`src/rtl/grayscale_to_color.sv`:
```
// Two-stage streaming grayscale-to-RGB converter with valid/ready handshake on both sides.
// Define GRAY_FALSECOLOR_EN for the four-segment false-color map; otherwise gray is replicated to R/G/B.
module grayscale_to_color (
    input  logic        clk,
    input  logic        rst,
    input  logic [7:0]  gray_in,
    input  logic        gray_valid,
    input  logic        gray_last,
    output logic        gray_ready,
    output logic [7:0]  R_out,
    output logic [7:0]  G_out,
    output logic [7:0]  B_out,
    output logic        rgb_valid,
    output logic        rgb_last,
    input  logic        rgb_ready,
    output logic [15:0] pixel_count
);
    logic        s1_valid_q;
    logic        s1_last_q;
    logic        s2_valid_q;
    logic        s2_last_q;
    logic [7:0]  r_q, g_q, b_q;
    logic [7:0]  r_d, g_d, b_d;
    logic [15:0] count_q;
    logic        s2_advance;
    logic        s1_load;

    assign s2_advance = !s2_valid_q || rgb_ready;
    // Ready never looks at gray_valid; it is held low while reset is asserted.
    assign gray_ready = !rst && (!s1_valid_q || s2_advance);
    assign s1_load    = gray_ready && gray_valid;

`ifdef GRAY_FALSECOLOR_EN
    logic [1:0] s1_seg_q;
    logic [7:0] s1_t_q;

    always_ff @(posedge clk) begin
        if (s1_load) begin
            s1_seg_q <= gray_in[7:6];
            s1_t_q   <= {gray_in[5:0], 2'b00};
        end
    end

    always_comb begin
        r_d = 8'd0;
        g_d = 8'd0;
        b_d = 8'd0;
        unique case (s1_seg_q)
            2'b00: begin r_d = 8'd0;   g_d = s1_t_q;          b_d = 8'd255;          end
            2'b01: begin r_d = 8'd0;   g_d = 8'd255;          b_d = 8'd255 - s1_t_q; end
            2'b10: begin r_d = s1_t_q; g_d = 8'd255;          b_d = 8'd0;            end
            2'b11: begin r_d = 8'd255; g_d = 8'd255 - s1_t_q; b_d = 8'd0;            end
        endcase
    end
`else
    logic [7:0] s1_pix_q;

    always_ff @(posedge clk) begin
        if (s1_load) begin
            s1_pix_q <= gray_in;
        end
    end

    always_comb begin
        r_d = s1_pix_q;
        g_d = s1_pix_q;
        b_d = s1_pix_q;
    end
`endif

    always_ff @(posedge clk) begin
        if (rst) begin
            s1_valid_q <= 1'b0;
            s1_last_q  <= 1'b0;
        end else if (gray_ready) begin
            s1_valid_q <= gray_valid;
            s1_last_q  <= gray_last;
        end
    end

    // Stage 2 only moves when downstream can take its current contents.
    always_ff @(posedge clk) begin
        if (rst) begin
            s2_valid_q <= 1'b0;
            s2_last_q  <= 1'b0;
            r_q        <= 8'd0;
            g_q        <= 8'd0;
            b_q        <= 8'd0;
        end else if (s2_advance) begin
            s2_valid_q <= s1_valid_q;
            s2_last_q  <= s1_last_q;
            r_q        <= r_d;
            g_q        <= g_d;
            b_q        <= b_d;
        end
    end

    always_ff @(posedge clk) begin
        if (rst) begin
            count_q <= 16'd0;
        end else if (s2_valid_q && rgb_ready) begin
            count_q <= count_q + 16'd1;
        end
    end

    assign R_out       = r_q;
    assign G_out       = g_q;
    assign B_out       = b_q;
    assign rgb_valid   = s2_valid_q;
    assign rgb_last    = s2_last_q;
    assign pixel_count = count_q;
endmodule

```
`config.mk`:
```
export PLATFORM = sky130hd
export DESIGN_NAME = grayscale_to_color
export DESIGN_NICKNAME = d
export VERILOG_FILES = /design/src/rtl/grayscale_to_color.sv
export SDC_FILE = /design/constraint.sdc
export NUM_CORES = 1
export LEC_CHECK = 0
export CELL_PAD_IN_SITES_DETAIL_PLACEMENT = 0
export CELL_PAD_IN_SITES_GLOBAL_PLACEMENT = 1
export CORE_ASPECT_RATIO = 1.75
export CORE_MARGIN = 2
export CORE_UTILIZATION = 34
export CTS_BUF_LIST = sky130_fd_sc_hd__clkbuf_4
export DETAILED_ROUTE_END_ITERATION = 7
export GPL_ROUTABILITY_DRIVEN = 0
export HOLD_SLACK_MARGIN = 0.08
export PLACE_DENSITY_LB_ADDON = 0.3
export SYNTH_ARGS = -nofsm -noshare
export SYNTH_HDL_FRONTEND = slang
export SYNTH_SLANG_ARGS = --single-unit
```
`constraint.sdc`:
```
create_clock -name clk -period 2.2 [get_ports clk]
set_clock_uncertainty 0.15 [all_clocks]
set_input_delay 0.33 -clock clk [delete_from_list [all_inputs] [get_ports clk]]
set_output_delay 0.33 -clock clk [all_outputs]
set_load 0.02 [all_outputs]
```
Yosys cells after proc, flatten, opt, wreduce, memory -nomap -nowiden:

Cells that the tools add are included.

* flip-flop bits (word level): 36
* bits of input ports: 13
* output and inout port bits: 43
* logic and storage cells: 16

* add/subtract/negate cells: 1
* reduce and logical (&&, ||, !) cells: 8

Operators with widths (count)
* $add A16 B1 Y16 const B: 1
* $logic_and A1 B1 Y1: 3
* $logic_not A1 Y1: 3
* $logic_or A1 B1 Y1: 2

Longest topological paths before layout:

Gate-level depths: netlist of the first run.

* word-level depth: 5
* depth in mapped cells: 5

Worst setup path before layout of the first run:

OpenSTA, ideal clock, no wires.

* kind: register -> register
* from: register s2_valid_q, in the netlist rgb_valid
* to: register s1_pix_q[0], in the netlist b_d[0], enable pin
* setup time: 0.332 ns
* arrival time: 1.406 ns
* slack: 0.312 ns
* cell stages (with the launch flop): 4
* buffers on the path: 0
* clock period less this slack: 1.888 ns
* cell sequence: dfxtp_1 > nor2b_1 > a21oi_1 > and2_1

* longest elaborated chain between the ends: 5

RTL lines
* start, declared: line 20 `logic s2_valid_q;`
* start signal, assigned: line 90 `s2_valid_q <= s1_valid_q;`
* $logic_not A1 Y1: line 28 `assign s2_advance = !s2_valid_q || rgb_ready;`
* $logic_or A1 B1 Y1: line 28
* $logic_or A1 B1 Y1: line 30 `assign gray_ready = !rst && (!s1_valid_q || s2_advance);`
* $logic_and A1 B1 Y1: line 30
* named net gray_ready: line 9 `output logic gray_ready,`
* $logic_and A1 B1 Y1: line 31 `assign s1_load = gray_ready && gray_valid;`
* named net s1_load: line 26 `logic s1_load;`
* end signal, assigned: line 60 `s1_pix_q <= gray_in;`
* end, declared: line 56 `logic [7:0] s1_pix_q;`

The timed path passes the listed nets, and every way through them passes these cells.
A chain may end at the register's enable or synchronous reset.

Worst setup path after layout of the first run:

* from: register count_q[3], in the netlist pixel_count[3]
* to: output pixel_count[3]

RTL lines
* start, declared: line 24 `logic [15:0] count_q;`
* start signal, assigned: line 102 `count_q <= count_q + 16'd1;`
* end, declared: line 16 `output logic [15:0] pixel_count`

No word-level cell between the ends.

==> results of run 1 <==
==> state kept, by name, indices dropped and copies added (netlist names) <==
register and cells:
pixel_count 16, s1_last_q 1, B_out 8, rgb_valid 1
rgb_last 1, s1_valid_q 1, b_d 8
==> logic make-up after synthesis <==
| family | after synthesis | share of synthesized area |
|---|---|---|
| and+or+nand+nor | 71 | 0.245 |
| DFF | 36 | 0.517 |
| buffers and inverters | 23 | 0.0945 |
| AOI/OAI and AO/OA | 17 | 0.0573 |
| xor gates and xnor gates | 10 | 0.0565 |
| muxes | 3 | 0.0218 |
| adders and majority gates | 1 | 0.00808 |
==> worst paths after layout <==
path                                startpoint  slack (ns)  depth (start not counted)               to
worst min-delay path                  rgb_last        0.31                          2         rgb_last
worst max-delay path            pixel_count[3]        0.24                          1   pixel_count[3]
worst min register to register        rgb_last        0.31                          2         rgb_last
worst max register to register  pixel_count[3]        0.48                          4  pixel_count[13]
==> routing by layer <==
layer  GRT usage  vias up  part of all wire
met3      0.0319        5             0.058
met2       0.279       42              0.55
met5           0        -                 0
met4      0.0671        0             0.021
met1       0.134      576              0.37
li1            -      616                 -
==> layout by cell type (no fill, tap or decap) <==
master,synthesis,routed
dlygate4sd2_1,0,1
nand2b_1,1,1
clkbuf_4,0,7
o21ai_0,1,1
a31o_2,1,1
nor2_1,17,17
and2_1,1,1
mux2_1,3,3
edfxtp_1,8,8
and4_2,1,1
or2b_2,1,1
xnor2_1,6,6
clkinv_2,0,1
or3_2,1,1
xor2_1,4,4
ha_1,1,1
buf_4,16,6
nand3_4,1,1
nor4_1,1,1
nand4_1,2,2
nand2_1,26,26
and4bb_2,1,1
a21oi_1,15,15
and3_1,2,2
clkdlybuf4s50_1,0,54
nor3_1,4,4
nand3_1,6,6
inv_1,2,2
nor4_4,1,1
dfxtp_1,28,28
nand4_4,1,1
nor2b_1,4,4
==> power by group through the flow <==
| stage | Clock [uW] | Sequential (uW) | Combinational [uW] |
|---|---|---|---|
| after floorplan | 0 | 737 | 73.4 |
| after global placement | 0 | 722 | 157 |
| after detailed placement | 0 | 723 | 158 |
| after CTS | 374 | 708 | 158 |
| after global routing | 389 | 711 | 169 |
| final | 356 | 708 | 156 |
==> timing repair <==
action                                 CTS  global route
endpoints found under the hold margin    0             0
setup endpoints to repair                1             0
gates resized for setup                  1             0
==> cell type report <==
type,count,area share
Clock inverter,1,0.00235
Sequential cell,36,0.377
Multi-Input combinational cell,102,0.283
Tap cell,51,0.0300
Timing Repair Buffer,61,0.280
Clock buffer,7,0.0247
Inverter,2,0.00353
==> metrics by stage <==
| step | power [uW] | setup TNS, ns | util | hold WS (ns) |
|---|---|---|---|---|
| 3_5_place_dp | 881 | -0.0354 | 0.470 | 0.307 |
| 3_3_place_gp | 879 | -0.00950 | 0.470 | 0.296 |
| 5_1_grt | 1270 | 0 | 0.483 | 0.349 |
| 6_report | 1220 | 0 | 0.483 | 0.314 |
| 4_1_cts | 1240 | 0 | 0.483 | 0.321 |
| 2_1_floorplan | 810 | 0 | - | 0.279 |
==> cells in the mapped netlist (all sizes together) <==
| library cell | number |
|---|---|
| clkbuf | 3 |
| and2 | 1 |
| dfxtp | 28 |
| nand4 | 3 |
| a31o | 1 |
| and4bb | 1 |
| nand2 | 26 |
| edfxtp | 8 |
| o21ai | 1 |
| nor2 | 17 |
| nor3 | 4 |
| and3 | 2 |
| or3 | 1 |
| inv | 2 |
| mux2 | 3 |
| nand2b | 1 |
| nor2b | 4 |
| nor4 | 2 |
| xnor2 | 6 |
| nand3 | 7 |
| and4 | 1 |
| a21oi | 15 |
| buf | 18 |
| or2b | 1 |
| xor2 | 4 |
| ha | 1 |
==> worst reg2reg max path: stages (launching register included) <==
cell and delay [ns]:
dfxtp_1 0.49, nand4_4 0.18, nor4_4 0.34, nand3_1 0.13, mux2_1 0.33
==> impl_metrics.env, run 1 <==
export IMPL_antenna_cells=0
export IMPL_area_growth_pct=37.2
export IMPL_drtIter0Drc=25
export IMPL_drive_gt1_frac=0.105
export IMPL_path_clk_slew_ns=0.10
export IMPL_dieHeight_um=93.3
export IMPL_fin_ws_ns=0.242
export IMPL_drt_total_wl_mm=3.40
export IMPL_via_per_inst=4.77
export IMPL_yosys_top_cells_area="dfxtp_1 36%, edfxtp_1 16%, buf_4 7.8%"
export IMPL_htree_levels=2
export IMPL_end_kind="primary output"
export IMPL_period_share=0.890
export IMPL_ys_seq_area_frac=0.517
export IMPL_cp_cell_sequence="clkdlybuf4s50_1"
export IMPL_syn_area_um2=1550
export IMPL_ir_worst_vdd_v=0.000353
export IMPL_p_leak_uw=0.000796
export IMPL_tightestPinTransition_ns=0.386
export IMPL_ioPinCount=56
export IMPL_slew_violations=0
export IMPL_first_global_vias=1248
export IMPL_critPathMaxFanout=7
export IMPL_slew_headroom=0.743
export IMPL_crit_type="reg -> out"
export IMPL_grt_pass1_wl_mm=5.42
export IMPL_power_switching_uw=298
export IMPL_vias=1239
export IMPL_multiInputGateArea_um2=602
export IMPL_required_ns=1.72
export IMPL_fp_dieArea_um2=5130
export IMPL_dpl_worst_slack_ns=-0.0200
export IMPL_grt_overflow_total=0
export IMPL_cts_tree="done"
export IMPL_ys_ff_latch=36
export IMPL_drt_pass1_iter_count=4
export IMPL_synth_largest_area_cell="dfxtp_1"
export IMPL_rows=32
export IMPL_synth_cell_type_count=30
export IMPL_wire_per_inst_um=13.1
export IMPL_fin_crit_ns=1.96
export IMPL_slowest_delay_ns=0.67
export IMPL_clk_path_buf_depth=2
export IMPL_fp_dieW_um=55.0
export IMPL_core_um2=4400
export IMPL_numCtsBuffers=5
export IMPL_start_util=0.352
export IMPL_post_cts_buffers=0
export IMPL_groute_usage_overall=0.146
export IMPL_critPathBufInv=1
export IMPL_worstSetupStartpointType="flip-flop"
export IMPL_fin_cells=260
export IMPL_arrival_ns=1.48
export IMPL_drc=0
export IMPL_rsz0062_at_grt="no"
export IMPL_drv_cap=0
export IMPL_antenna_found_initial=0
export IMPL_p_seq_frac=0.580
export IMPL_numPlacedInstances=252
export IMPL_ff_latch_area_um2=801
export IMPL_finalHoldViolations=0
export IMPL_p_comb_frac=0.128
export IMPL_postLayoutCellArea_um2=2130
export IMPL_power_share_clock=0.292
export IMPL_ant_nets=0
export IMPL_cts_root_buf="clkbuf_4"
export IMPL_dpl_cell_area_um2=2070
export IMPL_worst_path_max_delay_cell="clkdlybuf4s50_1"
export IMPL_power_internal_uw=922
export IMPL_synth_top_cell_area_share=0.362
export IMPL_synthCells=161
export IMPL_ys_warn_count=0
export IMPL_clkLatencyLatePin_ns=0.33
export IMPL_cts_sinks=36
export IMPL_hpwl_mm=2.53
export IMPL_hp_class="reg -> reg"
export IMPL_ctsHoldBuffers=0
export IMPL_finalNetCount=222
export IMPL_final_fill_count=449
export IMPL_power_density_nw_per_um2=574
export IMPL_setup_viol=0
export IMPL_critical_path_top_delay_family="buffers and inverters"
export IMPL_port_buffers=55
export IMPL_avgSynthCellArea_um2=9.62
export IMPL_synth_net_count=175
export IMPL_max_freq_mhz=511
export IMPL_swShare=0.244
export IMPL_grt_max_degree=33
export IMPL_status="complete, no violations"
(Power assumes the default switching activity.)
==> run 2, diff against run 1 <==
- CELL_PAD_IN_SITES_DETAIL_PLACEMENT: 0 -> 1
- CELL_PAD_IN_SITES_GLOBAL_PLACEMENT: 1 -> 2
- CORE_UTILIZATION: 34 -> 26
- CTS_BUF_LIST: sky130_fd_sc_hd__clkbuf_4 -> unset
==> impl_metrics.env, run 2 (synthesis gave the netlist of run 1 again) <==
export IMPL_status="complete, no violations"
export IMPL_critical_path_top_delay_family="buffers and inverters"
export IMPL_start_util=0.266
export IMPL_arrival_ns=1.98
export IMPL_rows=37
export IMPL_crit_type="in -> reg"
export IMPL_via_per_inst=4.30
export IMPL_swShare=0.237
export IMPL_ctsHoldBuffers=0
export IMPL_cts_sinks=36
export IMPL_power_internal_uw=993
export IMPL_worst_path_max_delay_cell="clkdlybuf4s50_1"
export IMPL_final_fill_count=695
export IMPL_r2r_slack_ns=0.41
export IMPL_p_seq_frac=0.544
export IMPL_drive_gt1_frac=0.0865
export IMPL_drtIter0Drc=17
export IMPL_p_comb_frac=0.120
export IMPL_hold_start="rgb_last"
export IMPL_slowest_delay_ns=0.50
export IMPL_fin_cells=286
export IMPL_power_switching_uw=309
export IMPL_slew_violations=0
export IMPL_post_cts_resized=1
export IMPL_layout_commonest_cell="clkdlybuf4s50_1"
export IMPL_core_um2=5830
export IMPL_period_share=0.893
export IMPL_clkLatencyLatePin_ns=0.28
export IMPL_fp_dieArea_um2=6620
export IMPL_dieHeight_um=106
export IMPL_antenna_cells=0
export IMPL_finalNetCount=221
export IMPL_numCtsBuffers=5
export IMPL_antenna_found_initial=0
export IMPL_critPathMaxFanout=7
export IMPL_vias=1230
export IMPL_worstSetupStartpointType="input port"
export IMPL_first_global_vias=1334
export IMPL_fin_crit_ns=1.96
export IMPL_drt_pass1_iter_count=2
export IMPL_drv_cap=0
export IMPL_hold_path_end="rgb_last"
export IMPL_setup_viol=0
export IMPL_power_share_clock=0.336
export IMPL_grt_overflow_total=0
export IMPL_rsz0062_at_grt="no"
export IMPL_drc=0
export IMPL_final_cell_mix="54 x clkdlybuf4s50_1, 28 x dfxtp_1, 26 x nand2_1, 17 x nor2_1, 15 x a21oi_1"
export IMPL_holdWs_ns=0.302
export IMPL_cts_tree="done"
export IMPL_max_freq_mhz=509
export IMPL_hpwl_mm=2.93
export IMPL_numPlacedInstances=278
export IMPL_tightestPinTransition_ns=0.399
export IMPL_port_buffers=55
export IMPL_reg2reg_from="pixel_count[3]"
export IMPL_cp_cell_sequence="clkdlybuf4s50_1, buf_4, nand3_4, nor4_4, nand3_1, mux2_1"
export IMPL_cts_root_buf="clkbuf_8"
export IMPL_required_ns=2.21
export IMPL_htree_levels=2
export IMPL_min_path_cells=2
export IMPL_clk_path_buf_depth=2
export IMPL_post_cts_buffers=0
export IMPL_p_leak_uw=0.000794
export IMPL_power_density_nw_per_um2=599
export IMPL_wire_per_inst_um=13.4
export IMPL_ir_worst_vdd_v=0.000352
export IMPL_ioPinCount=56
export IMPL_reg2reg_to="pixel_count[15]"
export IMPL_hp_class="reg -> reg"
export IMPL_end_kind="flip-flop"
export IMPL_groute_usage_overall=0.127
export IMPL_grt_max_degree=33
export IMPL_ant_nets=0
export IMPL_reg2reg_depth=4
export IMPL_area_growth_pct=40.4
export IMPL_path_clk_slew_ns=0.06
export IMPL_drt_total_wl_mm=3.84
export IMPL_fp_dieW_um=62.3
export IMPL_slew_headroom=0.731
export IMPL_grt_pass1_wl_mm=6.56
export IMPL_finalHoldViolations=0
export IMPL_critPathBufInv=2
export IMPL_largest_reg_flops=16
export IMPL_cp_depth=6
==> run 2: how the worst max path moves through the flow <==
stage,slack (ns),to,start
2_1_floorplan,0.31,b_d[0],rgb_valid
3_3_place_gp,-0.002,gray_ready,rgb_ready
3_5_place_dp,-0.06,pixel_count[15],rgb_ready
4_1_cts,0.24,pixel_count[15],rgb_ready
5_1_grt,0.14,pixel_count[15],rgb_ready
6_report,0.24,pixel_count[15],rgb_ready
==> run 2: layout make-up <==
cell class	count	area, um^2	area share
Timing Repair Buffer	60	587	0.270
Clock buffer	7	76.3	0.0351
Multi-Input combinational cell	102	602	0.277
Sequential cell	36	801	0.368
Clock inverter	1	3.75	0.00173
Tap cell	78	97.6	0.0449
Inverter	2	7.51	0.00345
==> run 2: per-stage QoR <==
| step | setup TNS [ns] | instance area (um^2) | util | worst slack [ns] | power (uW) |
|---|---|---|---|---|---|
| global route | 0 | 2170 | 0.373 | 0.135 | 1370 |
| finish | 0 | 2170 | 0.373 | 0.236 | 1300 |
| global placement | -0.00202 | 2100 | 0.359 | -0.00202 | 880 |
| floorplan | 0 | 1550 | - | 0.312 | 810 |
| detailed placement | -0.0768 | 2100 | 0.359 | -0.0576 | 885 |
| CTS | 0 | 2170 | 0.373 | 0.238 | 1330 |
==> run 2: worst register-to-register path, delay by kind of cell (launching register included) <==
kind	cells	cell delay, ns
AND/OR/NAND/NOR	3	0.70
flip-flops	1	0.47
multiplexers	1	0.34
==> run 2: metal layers <==
metal	vias up	track usage	wire length, um
li1	615	-	-
met1	567	0.130	1450
met2	41	0.234	2080
met3	7	0.0370	230
met4	0	0.0619	77
met5	-	0	0
==> run 2: power by group through the flow <==
stage | registers [uW] | logic (uW) | clock network (uW)
floorplan | 737 | 73.4 | 0
global placement | 723 | 158 | 0
detailed placement | 724 | 161 | 0
CTS | 709 | 160 | 462
global route | 712 | 169 | 487
finish | 709 | 157 | 437
==> run 3, diff against run 2 <==
- PLACE_DENSITY_LB_ADDON: 0.3 -> 0.1
==> impl_metrics.env, run 3 (synthesis gave the netlist of run 1 again) <==
export IMPL_status="complete, no violations"
export IMPL_area_growth_pct=43.1
export IMPL_path_clk_slew_ns=0.07
export IMPL_crit_type="in -> reg"
export IMPL_end_kind="flip-flop"
export IMPL_grt_max_degree=33
export IMPL_cts_tree="done"
export IMPL_critPathMaxFanout=7
export IMPL_drt_pass1_iter_count=3
export IMPL_rows=37
export IMPL_worstSetupStartpointType="input port"
export IMPL_drive_gt1_frac=0.105
export IMPL_drv_cap=0
export IMPL_largest_reg_flops=16
export IMPL_drc=0
export IMPL_slew_headroom=0.756
export IMPL_p_leak_uw=0.000820
export IMPL_grt_overflow_total=0
export IMPL_hp_class="reg -> reg"
export IMPL_reg2reg_from="pixel_count[3]"
export IMPL_antenna_found_initial=0
export IMPL_multiInputGateArea_um2=602
export IMPL_rsz0062_at_grt="no"
export IMPL_post_cts_buffers=0
export IMPL_setup_worst_path_start="rgb_ready"
export IMPL_drt_total_wl_mm=3.84
export IMPL_fin_crit_ns=1.94
export IMPL_p_total_uw=1440
export IMPL_tightestPinTransition_ns=0.362
export IMPL_finalHoldViolations=0
export IMPL_port_buffers=55
export IMPL_cts_sinks=36
export IMPL_antenna_cells=0
export IMPL_ir_worst_vdd_v=0.000284
export IMPL_ioPinCount=56
export IMPL_fp_dieW_um=62.3
export IMPL_groute_usage_overall=0.123
export IMPL_layout_commonest_cell="clkdlybuf4s50_1"
export IMPL_setup_viol=0
export IMPL_core_um2=5830
export IMPL_final_cell_mix="54 x clkdlybuf4s50_1, 28 x dfxtp_1, 26 x nand2_1, 17 x nor2_1, 15 x a21oi_1"
export IMPL_drtIter0Drc=10
export IMPL_clk_path_buf_depth=2
export IMPL_numCtsBuffers=5
export IMPL_htree_levels=2
export IMPL_finalNetCount=223
export IMPL_wire_per_inst_um=13.3
export IMPL_ff_latch_area_um2=801
export IMPL_first_global_vias=1326
export IMPL_hpwl_mm=2.92
export IMPL_final_setup_tns_ns=0
export IMPL_slew_violations=0
export IMPL_via_per_inst=4.39
export IMPL_max_freq_mhz=516
export IMPL_period_share=0.882
export IMPL_hold_start="rgb_last"
export IMPL_dieHeight_um=106
export IMPL_power_density_nw_per_um2=652
export IMPL_grt_pass1_wl_mm=6.40
export IMPL_final_fill_count=697
export IMPL_ant_nets=0
export IMPL_required_ns=2.22
export IMPL_vias=1265
export IMPL_clkLatencyLatePin_ns=0.29
export IMPL_arrival_ns=1.96
export IMPL_cts_root_buf="clkbuf_8"
export IMPL_fp_dieArea_um2=6620
export IMPL_start_util=0.266
[run 3: cell count changes in the layout (fill, tap and decap cells not counted)]
cell | before | now
buf_4 | 5 | 7
bufinv_16 | 0 | 1
clkbuf_1 | 2 | 1
clkinv_1 | 1 | 0
clkinv_2 | 0 | 1
[run 3: timing repair]
item,CTS,global route
resized for setup,1,0
hold buffers,0,0
endpoints found under the setup margin,1,0
hold endpoints to repair,0,0
[run 3: final timing paths]
| check | to | slack, ns | cells past startpoint |
|---|---|---|---|
| max | pixel_count[13] | 0.26 | 6 |
| max reg2reg | pixel_count[13] | 0.44 | 4 |
| min | rgb_last | 0.30 | 2 |
| min reg2reg | rgb_last | 0.30 | 2 |
[run 3: report_power, final]
| group | switching [uW] | internal (uW) | total (uW) |
|---|---|---|---|
| sequential | 12.5 | 695 | 707 |
| combinational | 80.0 | 78.5 | 159 |
| clock | 242 | 337 | 579 |
| total | 335 | 1110 | 1440 |
[run 3: per-layer routing]
layer  wire length (um)  global-route usage  vias to the layer above
li1                   -                   -                      614
met1               1420               0.118                      608
met2               2180               0.245                       37
met3                175              0.0296                        6
met4                 69              0.0524                        0
met5                  0                   0                        -
[run 3: final cells by class]
cell class / instances / area share
timing repair buffer: 62 / 0.271
clock inverter: 2 / 0.0158
clock buffer: 6 / 0.0327
inverter: 2 / 0.00339
multi-input combinational: 102 / 0.271
tap: 78 / 0.0440
sequential: 36 / 0.361
[run 3: stage by stage]
| step | hold WS [ns] | cell area, um^2 | utilization | std cells | worst slack [ns] |
|---|---|---|---|---|---|
| 2_1_floorplan | 0.279 | 1550 | - | 161 | 0.312 |
| 3_3_place_gp | 0.297 | 2110 | 0.362 | 280 | -0.0129 |
| 4_1_cts | 0.306 | 2220 | 0.380 | 288 | 0.256 |
| 5_1_grt | 0.333 | 2220 | 0.380 | 288 | 0.165 |
| 6_report | 0.304 | 2220 | 0.380 | 288 | 0.260 |
| 3_5_place_dp | 0.295 | 2110 | 0.362 | 280 | -0.0490 |
[run 3: critical path, cell delays in order]
cell and delay [ns]:
clkdlybuf4s50_1 0.51, buf_4 0.17, nand3_4 0.09, nor4_4 0.40, nand3_1 0.14, mux2_1 0.33
